--- src/rtl/if_stage.sv ---
// rtl/if_stage.sv - instruction fetch stage: PC register, IF/ID pipeline register, RUN/HALT control
module if_stage #(
    parameter logic [31:0] RESET_PC = 32'h00000000,
    parameter logic [31:0] NOP_INST = 32'h00000013
) (
    input  logic        CLK,
    input  logic        RST,
    input  logic        STALL,
    input  logic        BR_TAKEN,
    input  logic [31:0] BR_TARGET,
    input  logic [31:0] INST_IN,
    output logic [31:0] ADDR,
    output logic [31:0] IF_ID_PC,
    output logic [31:0] IF_ID_INST,
    output logic        IF_ID_VALID,
    output logic        HALTED,
    output logic [31:0] FETCH_CNT
);

    typedef enum logic {
        RUN  = 1'b0,
        HALT = 1'b1
    } state_t;

    state_t      state, state_next;
    logic [31:0] pc, pc_next;
    logic [31:0] if_id_pc_next;
    logic [31:0] if_id_inst_next;
    logic        if_id_valid_next;
    logic [31:0] fetch_cnt_next;

    assign ADDR   = pc;
    assign HALTED = (state == HALT);

    always_ff @(posedge CLK) begin
        if (RST) begin
            state       <= RUN;
            pc          <= RESET_PC;
            IF_ID_PC    <= 32'h0;
            IF_ID_INST  <= NOP_INST;
            IF_ID_VALID <= 1'b0;
            FETCH_CNT   <= 32'h0;
        end else begin
            state       <= state_next;
            pc          <= pc_next;
            IF_ID_PC    <= if_id_pc_next;
            IF_ID_INST  <= if_id_inst_next;
            IF_ID_VALID <= if_id_valid_next;
            FETCH_CNT   <= fetch_cnt_next;
        end
    end

    // A redirect always wins, even out of HALT: the halt may sit behind an older branch.
    always_comb begin
        state_next       = state;
        pc_next          = pc;
        if_id_pc_next    = IF_ID_PC;
        if_id_inst_next  = IF_ID_INST;
        if_id_valid_next = IF_ID_VALID;
        fetch_cnt_next   = FETCH_CNT;
        if (BR_TAKEN) begin
            state_next       = RUN;
            pc_next          = {BR_TARGET[31:2], 2'b00};
            if_id_pc_next    = pc;
            if_id_inst_next  = NOP_INST;
            if_id_valid_next = 1'b0;
        end else begin
            case (state)
                RUN: begin
                    if (!STALL) begin
                        if (INST_IN != 32'h0) begin
                            pc_next          = pc + 32'd4;
                            if_id_pc_next    = pc;
                            if_id_inst_next  = INST_IN;
                            if_id_valid_next = 1'b1;
                            fetch_cnt_next   = FETCH_CNT + 32'd1;
                        end else begin
                            state_next       = HALT;
                            if_id_inst_next  = NOP_INST;
                            if_id_valid_next = 1'b0;
                        end
                    end
                end
                HALT: begin
                    if_id_inst_next  = NOP_INST;
                    if_id_valid_next = 1'b0;
                end
                default: state_next = RUN;
            endcase
        end
    end

endmodule

--- config.mk ---
export PLATFORM = sky130hd
export DESIGN_NAME = if_stage
export DESIGN_NICKNAME = d
export VERILOG_FILES = /design/src/rtl/if_stage.sv
export SDC_FILE = /design/constraint.sdc
export NUM_CORES = 1
export LEC_CHECK = 0
export ABC_AREA = 1
export CORE_MARGIN = 4
export CORE_UTILIZATION = 48
export DETAILED_ROUTE_END_ITERATION = 8
export PLACE_DENSITY = 0.81
export SYNTH_ARGS = -nofsm -noshare
export SYNTH_HDL_FRONTEND = slang
export SYNTH_SLANG_ARGS = --single-unit
export TNS_END_PERCENT = 100
--- constraint.sdc ---
create_clock -name CLK -period 2.1 [get_ports CLK]
set_input_delay 0.42 -clock CLK [delete_from_list [all_inputs] [get_ports CLK]]
set_output_delay 0.42 -clock CLK [all_outputs]
set_load 0.01 [all_outputs]
==> out/qor.csv, run 1 <==
metric;value;unit
fin_nets;1388;
rsz0062_at_grt;no;
reg2reg_from;ADDR[2];
num_antenna_cells;0;
cts-buffers-inserted;17;
place_hpwl;15400;µm
final.period_utilization;0.926;
remaining_drc_errors;0;
ant_nets;0;
clock_latency;0.42;ns
place_area;0.00905;mm²
wire_per_inst;13.8;µm
worstPathMaxFanout;7;
via_per_inst;5.08;
cts_resized;0;
yosys_warnings;0;
ys.flop_type;dfxtp_1;
async_flop_share;0;
min_to;IF_ID_INST[5];
synth_area_leaders;dfxtp_1, nand2_1, nor2_1, nand3_1, a21oi_1;
worstRegToRegCells;10;
cp_top_family;buffers and inverters;
finalClockSkew;0.00858;ns
wl;20900;µm
place_congestion;0.913;
die_area;0.0162;mm²
ir_drop;0.676;mV
synthesis.area;0.00685;mm²
netlist.area_leader.share;0.368;
slowest_delay;0.62;ns
drv_slew;0;
chipHeight;127;µm
cp_num_buf_inv;1;
synth_compound_area_frac;0.0674;
ctsHoldBuffers;0;
slowest_stage;clkdlybuf4s50_1;
vias;7672;
start_util;0.491;
r2r-end;ADDR[20];
area_growth;41.8;%
hold_viol_final;0;
max_freq;514;MHz
core_area;0.0139;mm²
grt_max_degree;34;
synthCells;1127;
cts_sinks;126;
clk_path_buf_depth;2;
avgSynthCellArea;6.08;µm²
synth_fa_ha_area_frac;0.00365;
track_usage;0.259;
ff_latch_area;0.00252;mm²
crit_arrival;1.52;ns
synth-xor-area-share;0.0294;
fin_setup_tns;0;ns
rows;43;
worstPathCellList;clkdlybuf4s50_1;
htreeDepth;4;
cts_setup_buffers;0;
finalPower;6.83;mW
grt_pass1_vias;6989;
yosysSeqAreaShare;0.368;
ioPinCount;198;
antenna_found_initial;0;
cts_root_buf;clkbuf_16;
finalSetupViolCount;0;
r2r_slack;0.23;ns
hp-class;register to register;
leakage;4.04;nW
synth.distinct_cells;30;
io_buffer_count;191;
power.density;703;mW/mm²
multi_input_area;0.00376;mm²
grt_pass1_wl;34300;µm
synth-edff-count;0;
worst-setup-path-type;register to primary output;
clk_pin_slew;0.06;ns
grt-ovfl-total;0;
required;1.68;ns
fp.dieW;127;µm
cts_tree;yes;
nFillCells;1229;
period_needed;1.94;ns
holdCritStartpoint;IF_ID_INST[5];
hold_path_depth;2;
synth-simple-area-share;0.445;
synth_top_family_by_area;simple AND/OR/NAND/NOR gates;
dr.pass1.iters;5;
cp-end-kind;primary output;
outcome;finished clean;
max_cap_viol_count;0;
muxShareOfSynthArea;0.00146;
synth_area_leader_cell;dfxtp_1;
drt_iter0_markers;776;
stdcell_area;0.00971;mm²
start_kind;register;
ys_seq_elements;126;
drive_above_1_share;0.0631;
flip-flops by register name, summed over array words and instances (netlist names):
name,cells
HALTED,1
IF_ID_PC,30
ADDR,30
FETCH_CNT,32
IF_ID_INST,32
IF_ID_VALID,1
routing by layer:
layer  GRT usage  share of wire  vias to the layer above
met5           0              0                        -
met4      0.0770          0.014                        0
met3      0.0661          0.082                       29
met2       0.424           0.47                      312
met1       0.336           0.44                     3446
li1            -              -                     3885
synthesized netlist by cell type, types with 2 or more instances:
cell / n
o21ai_0: 17
buf_4: 7
buf_2: 15
xnor2_1: 4
ha_1: 2
dfxtp_1: 126
a21oi_1: 66
buf_6: 4
nor2_2: 12
nand3_1: 85
nor2_4: 2
inv_1: 77
buf_1: 5
a31oi_1: 2
nand4_1: 5
o22ai_1: 3
nor2_1: 217
clkbuf_1: 24
xor2_1: 19
nand3_2: 2
nand2_1: 412
nand2_2: 2
nand3b_1: 12
area by class of cell:
class / count / area share
multi-input combinational: 871 / 0.388
clock inverter: 11 / 0.0192
sequential: 126 / 0.260
inverter: 78 / 0.0302
clock buffer: 21 / 0.0485
tap: 180 / 0.0232
timing repair buffer: 224 / 0.231
cell families after synthesis:
kind of cell / count (synthesis)
compound gates: 90
xor+xnor: 23
fa+ha+maj: 2
buf+inv: 133
flops: 126
mux: 1
other cells: 1
simple gates: 751
through the flow:
stage / std cells / setup slack [ns] / utilization / hold WS [ns]
floorplan: 1130 / 0.513 / - / 0.488
detailed placement: 1479 / -0.0835 / 0.650 / 0.455
global route: 1511 / 0.0744 / 0.697 / 0.479
finish: 1511 / 0.156 / 0.697 / 0.460
CTS: 1511 / 0.169 / 0.697 / 0.464
global placement: 1479 / -0.0406 / 0.650 / 0.450
report_power, final:
| part | switching (mW) | internal [mW] | total (mW) | leakage [nW] |
|---|---|---|---|---|
| clock network | 1.10 | 2.19 | 3.29 | 0.323 |
| logic | 0.471 | 0.464 | 0.935 | 2.69 |
| registers | 0.0993 | 2.50 | 2.60 | 1.03 |
| total | 1.67 | 5.16 | 6.83 | 4.04 |
placed cells by master, fill, tap and decap left out, drive strengths merged:
master | Yosys | final
a31oi | 2 | 2
mux2i | 1 | 1
nand3 | 87 | 87
nand4 | 5 | 5
nand2 | 414 | 414
o21ai | 17 | 17
o22ai | 3 | 3
clkinv | 0 | 5
xor2 | 19 | 19
o31ai | 1 | 1
conb | 1 | 4
o21bai | 1 | 1
nand3b | 12 | 12
and2 | 1 | 1
ha | 2 | 2
dfxtp | 126 | 126
bufinv | 0 | 5
nor2 | 231 | 231
clkinvlp | 0 | 1
xnor2 | 4 | 4
clkbuf | 24 | 21
nor3 | 1 | 1
inv | 78 | 78
a21oi | 66 | 66
clkdlybuf4s50 | 0 | 191
buf | 31 | 33
worst max-delay path by stage:
| stage | start | endpoint | slack [ns] | cells after the start |
|---|---|---|---|---|
| after CTS | ADDR[26] | ADDR[26] | 0.17 | 1 |
| after global placement | INST_IN[1] | IF_ID_PC[2] | -0.04 | 13 |
| after detailed placement | INST_IN[1] | IF_ID_PC[4] | -0.08 | 13 |
| final | ADDR[23] | ADDR[23] | 0.16 | 1 |
| after global routing | ADDR[2] | ADDR[28] | 0.07 | 10 |
| after floorplan | ADDR[2] | ADDR[12] | 0.51 | 9 |
No activity file was read; power rests on OpenSTA's default activity.
==> run 2: changes to the inputs <==
Settings changed: ABC_AREA 1 to 0, CORE_UTILIZATION 48 to 47, PLACE_DENSITY 0.81 to 0.77.
==> out/qor.csv, run 2 <==
metric;value;unit;change
setup_ws;-0.0620;ns;was 0.156 ns
synth.distinct_cells;57;;was 30
fp.dieW;123;µm;was 127 µm
netlist.area_leader.share;0.409;;was 0.368
start_kind;register;;unchanged
synth.most_common_cell;dfxtp_1;;was nand2_1
yosys_warnings;0;;unchanged
yosysSeqAreaShare;0.409;;was 0.368
synthesis.area;0.00617;mm²;was 0.00685 mm²
power.density;650;mW/mm²;was 703 mW/mm²
min_to;IF_ID_PC[31];;was IF_ID_INST[5]
synth_area_leader_cell;dfxtp_1;;unchanged
finalPower;6.36;mW;was 6.83 mW
max_cap_viol_count;0;;unchanged
worst-setup-path-type;register to register;;was register to primary output
io_buffer_count;191;;unchanged
max_freq;463;MHz;was 514 MHz
area_growth;58.8;%;was 41.8%
cp-end-kind;register;;was primary output
final_common_cell;clkdlybuf4s50_1;;was nand2_1
synth-edff-count;0;;unchanged
via_per_inst;6.07;;was 5.08
synth_area_leaders;dfxtp_1, nand2_1, mux2i_1, nor2_1, a32oi_1;;was dfxtp_1, nand2_1, nor2_1, nand3_1, a21oi_1
clock_latency;0.42;ns;about the same
drt_iter0_markers;820;;was 776
ir_drop;0.499;mV;was 0.676 mV
ant_nets;0;;unchanged
nFillCells;931;;was 1229
grt-ovfl-total;0;;unchanged
reg2reg_from;ADDR[11];;was ADDR[2]
ys.flop_type;dfxtp_1;;unchanged
required;2.40;ns;was 1.68 ns
clk_pin_slew;0.06;ns;about the same
core_area;0.0127;mm²;was 0.0139 mm²
final.period_utilization;1.03;;was 0.926
wl;22400;µm;was 20900 µm
worstPathCellList;nand4_2, buf_4, nor4_1, buf_4, and3_1, nand3_1, nor3b_1;;was clkdlybuf4s50_1
die_area;0.0150;mm²;was 0.0162 mm²
slowest_stage;dfxtp_1;;was clkdlybuf4s50_1
finalClockSkew;0.00597;ns;was 0.00858 ns
fin_nets;1033;;was 1388
cts_sinks;126;;unchanged
dr.pass1.iters;5;;unchanged
period_needed;2.16;ns;was 1.94 ns
slowest_delay;0.44;ns;was 0.62 ns
holdCritStartpoint;RST;;was IF_ID_INST[5]
wire_per_inst;19.5;µm;was 13.8 µm
hp-class;primary input to register;;was register to register
r2r-end;ADDR[26];;was ADDR[20]
cts_tree;yes;;unchanged
cts_root_buf;clkbuf_16;;unchanged
antenna_found_initial;0;;unchanged
num_antenna_cells;0;;unchanged
async_flop_share;0;;unchanged
top_regs;FETCH_CNT (32), IF_ID_INST (32);;unchanged
chipHeight;123;µm;was 127 µm
outcome;finished with violations;;was finished clean
vias;6966;;was 7672
grt_max_degree;74;;was 34
clk_path_buf_depth;2;;unchanged
hold_path_depth;2;;unchanged
hold_viol_final;0;;unchanged
worstRegToRegCells;7;;was 10
drive_above_1_share;0.200;;was 0.0631
synthCells;714;;was 1127
violations;negative setup slack;;
start_util;0.485;;was 0.491
leakage;3.68;nW;was 4.04 nW
worstPathMaxFanout;7;;unchanged
drv_slew;0;;unchanged
finalSetupViolCount;4;;was 0
mostFrequentLayoutCells;clkdlybuf4s50_1, dfxtp_1, nand2_1;;was nand2_1, nor2_1, clkdlybuf4s50_1
hold_slack;0.330;ns;was 0.460 ns
ctsHoldBuffers;0;;unchanged
grt_pass1_wl;33000;µm;was 34300 µm
place_congestion;0.871;;was 0.913
ys_seq_elements;126;;unchanged
cts-buffers-inserted;17;;unchanged
avgSynthCellArea;8.64;µm²;was 6.08 µm²
htreeDepth;4;;unchanged
fin_setup_tns;-0.117;ns;was 0 ns
crit_top_cell;buf_4;;
place_hpwl;14600;µm;was 15400 µm
track_usage;0.275;;was 0.259
ioPinCount;198;;unchanged
synth_top_cells_by_count;dfxtp_1, nand2_1, nor2_1, clkbuf_1, a32oi_1;;was nand2_1, nor2_1, dfxtp_1, nand3_1, inv_1
crit_arrival;2.46;ns;was 1.52 ns
remaining_drc_errors;0;;unchanged
r2r_slack;-0.06;ns;was 0.23 ns
grt_pass1_vias;6703;;was 6989
rows;41;;was 43
-- run 2: cell type report --
class / instances / area (µm²) / area share
Clock buffer: 26 / 509 / 0.0520
Multi-Input combinational cell: 517 / 3470 / 0.354
Tap cell: 172 / 215 / 0.0220
Inverter: 11 / 41.3 / 0.00422
Timing Repair Buffer: 290 / 2950 / 0.301
Clock inverter: 6 / 80.1 / 0.00818
Sequential cell: 126 / 2520 / 0.258
-- run 2: timing repair --
item,in CTS,in global routing
buffers inserted,9,3
endpoints found under the setup margin,115,107
pin swaps,6,18
gates resized for setup,46,42
gates cloned,3,5
-- run 2: where the power goes --
| group | internal, mW | switching, mW | total [mW] |
|---|---|---|---|
| registers | 2.49 | 0.0901 | 2.58 |
| logic | 0.443 | 0.397 | 0.841 |
| clock network | 1.90 | 1.05 | 2.95 |
-- run 2: critical path: cells and delay by family (launching register included) --
kind                   cells  cell delay, ns
buffers and inverters      2            0.43
DFF                        1            0.44
and+or+nand+nor            5            1.17
-- run 2: through the flow --
| step | utilization | worst slack, ns | std cells | cell area [µm²] |
|---|---|---|---|---|
| global placement | 0.680 | -0.739 | 1096 | 8650 |
| finish | 0.770 | -0.0620 | 1148 | 9790 |
| detailed placement | 0.680 | -0.828 | 1096 | 8650 |
| global route | 0.770 | -0.115 | 1148 | 9790 |
| floorplan | - | 0.000784 | 717 | 6180 |
| CTS | 0.746 | -0.00617 | 1140 | 9490 |
-- run 2: cell families after synthesis --
kind of cell             after synthesis  synth area share
flip-flops                           126             0.409
other                                  1          0.000608
AND/OR/NAND/NOR                      326             0.275
adder cells (fa/ha/maj)                2           0.00406
multiplexers                          39            0.0653
buffers and inverters                 74            0.0637
AO/OA/AOI/OAI                        146             0.183
-- run 2: how the worst max path moves through the flow --
stage,slack (ns),end,start,depth (start not counted)
after global placement,-0.74,ADDR[20],INST_IN[11],7
final,-0.06,ADDR[26],ADDR[11],7
after global routing,-0.11,ADDR[26],ADDR[11],7
after CTS,-0.006,IF_ID_PC[9],INST_IN[28],7
after detailed placement,-0.83,ADDR[17],INST_IN[26],7
after floorplan,0.0008,FETCH_CNT[2],INST_IN[17],7
-- run 2: metal layers --
layer | routed length [µm] | global-route usage | up-vias
li1 | - | - | 3174
met5 | 0 | 0 | -
met3 | 2150 | 0.0866 | 62
met4 | 593 | 0.101 | 0
met2 | 10800 | 0.463 | 379
met1 | 8840 | 0.328 | 3351
==> run 3: changes to the inputs <==
Settings changed: CORE_UTILIZATION 47 to 48, CTS_BUF_LIST set to sky130_fd_sc_hd__clkbuf_8, PLACE_DENSITY 0.77 to 0.79.
==> out/qor.csv, run 3 (synthesis results as in run 2) <==
metric;value;unit;change
hold_viol_final;0;;unchanged
cts-buffers-inserted;17;;unchanged
mostFrequentLayoutCells;clkdlybuf4s50_1, dfxtp_1, nand2_1;;unchanged
drv_slew;0;;unchanged
antenna_found_initial;0;;unchanged
io_buffer_count;191;;unchanged
core_area;0.0126;mm²;was 0.0127 mm²
grt_max_degree;46;;was 74
place_area;0.00861;mm²;was 0.00865 mm²
ir_drop;0.320;mV;was 0.499 mV
fin_util;0.733;;was 0.770
place_hpwl;13900;µm;was 14600 µm
worstPathMaxFanout;15;;was 7
hold_slack;0.279;ns;was 0.330 ns
place_congestion;0.859;;was 0.871
multi_input_area;0.00334;mm²;was 0.00347 mm²
grt_pass1_wl;31900;µm;was 33000 µm
fin_nets;1021;;was 1033
grt_pass1_vias;6509;;was 6703
clk_pin_slew;0.07;ns;was 0.06 ns
cp-end-kind;register;;unchanged
htreeDepth;4;;unchanged
via_per_inst;5.88;;was 6.07
cts_sinks;126;;unchanged
grt-ovfl-total;0;;unchanged
wl;20500;µm;was 22400 µm
ant_nets;0;;unchanged
finalClockSkew;0.00856;ns;was 0.00597 ns
crit_arrival;2.45;ns;was 2.46 ns
rows;41;;unchanged
worst-setup-path-type;primary input to register;;was register to register
start_util;0.489;;was 0.485
max_cap_viol_count;0;;unchanged
final_common_cell;clkdlybuf4s50_1;;unchanged
remaining_drc_errors;0;;unchanged
num_antenna_cells;0;;unchanged
nFillCells;959;;was 931
leakage;3.45;nW;was 3.68 nW
hp-class;primary input to register;;unchanged
cts_tree;yes;;unchanged
rsz0062_at_grt;yes;;
ff_latch_area;0.00252;mm²;about the same
clk_path_buf_depth;2;;unchanged
power.density;587;mW/mm²;was 650 mW/mm²
drive_above_1_share;0.170;;was 0.200
start_kind;primary input;;was register
fp.dieW;121;µm;was 123 µm
chipHeight;121;µm;was 123 µm
required;2.45;ns;was 2.40 ns
outcome;finished clean;;was finished with violations
max_freq;477;MHz;was 463 MHz
wire_per_inst;18.1;µm;was 19.5 µm
dr.pass1.iters;5;;unchanged
clock_latency;0.45;ns;was 0.42 ns
ioPinCount;198;;unchanged
final.period_utilization;0.998;;was 1.03
finalSetupViolCount;0;;was 4
ctsHoldBuffers;0;;unchanged
drt_iter0_markers;554;;was 820
top_regs;FETCH_CNT (32), IF_ID_INST (32);;unchanged
cts_root_buf;clkbuf_8;;was clkbuf_16
stdcell_area;0.00925;mm²;was 0.00979 mm²
vias;6674;;was 6966
period_needed;2.10;ns;was 2.16 ns
area_growth;50.0;%;was 58.8%
track_usage;0.270;;was 0.275
die_area;0.0147;mm²;was 0.0150 mm²
-- run 3: changes by cell type in the layout (fill, tap and decap cells not counted), sizes merged --
| cell | change |
|---|---|
| clkdlybuf4s15 | -4 |
| inv | +3 |
| clkdlybuf4s50 | +9 |
| bufbuf | -3 |
| bufinv | -1 |
| dlygate4sd2 | -5 |
| clkinv | +1 |
| clkbuf | -6 |
| buf | -7 |
| dlymetal6s2s | +1 |
-- run 3: final cells by class --
type | instances | area share
flip-flops and latches | 126 | 0.273
inverters | 11 | 0.00446
repair buffers | 278 | 0.297
clock buffers | 23 | 0.0342
well taps | 172 | 0.0233
clock inverters | 9 | 0.00717
multi-input cells | 517 | 0.361
-- run 3: repair_timing --
action,CTS,global route
pin swaps,14,13
buffers inserted,5,1
gates resized for setup,27,25
gates cloned,4,2
setup endpoints to repair,105,91
-- run 3: report_power, final --
part | switching, mW | leakage (nW) | internal (mW)
clock | 0.936 | 0.215 | 1.10
sequential | 0.0878 | 1.03 | 2.48
combinational | 0.381 | 2.21 | 0.439
-- run 3: final timing paths --
path	from	end	slack (ns)	depth (start not counted)
setup / recovery	INST_IN[5]	ADDR[11]	0.004	9
setup reg to reg	HALTED	FETCH_CNT[25]	0.11	5
hold reg to reg	IF_ID_PC[23]	IF_ID_PC[23]	0.46	2
hold / removal	INST_IN[26]	IF_ID_INST[26]	0.28	3
-- run 3: worst max-delay path, cell delays in order --
cell	delay, ns
clkdlybuf4s50_1	0.50
nor4_2	0.06
nand2_1	0.12
buf_4	0.13
nor4_4	0.03
buf_6	0.13
buf_4	0.19
or4_1	0.54
a311oi_2	0.32
-- run 3: routing by layer --
metal	part of all wire	track usage	vias to the layer above
li1	-	-	3136
met4	0.018	0.0945	0
met1	0.42	0.335	3153
met5	0	0	-
met3	0.096	0.0881	32
met2	0.47	0.439	353
-- run 3: stage by stage --
step / power (mW) / setup TNS [ns] / worst slack, ns / instances
after global placement: 3.39 / -69.60 / -0.752 / 1094
after CTS: 5.45 / 0 / 0.00601 / 1134
final: 5.43 / 0 / 0.00416 / 1136
after detailed placement: 3.41 / -76.62 / -0.809 / 1094
after floorplan: 2.96 / 0 / 0.000784 / 717
after global routing: 5.65 / -0.133 / -0.0526 / 1136
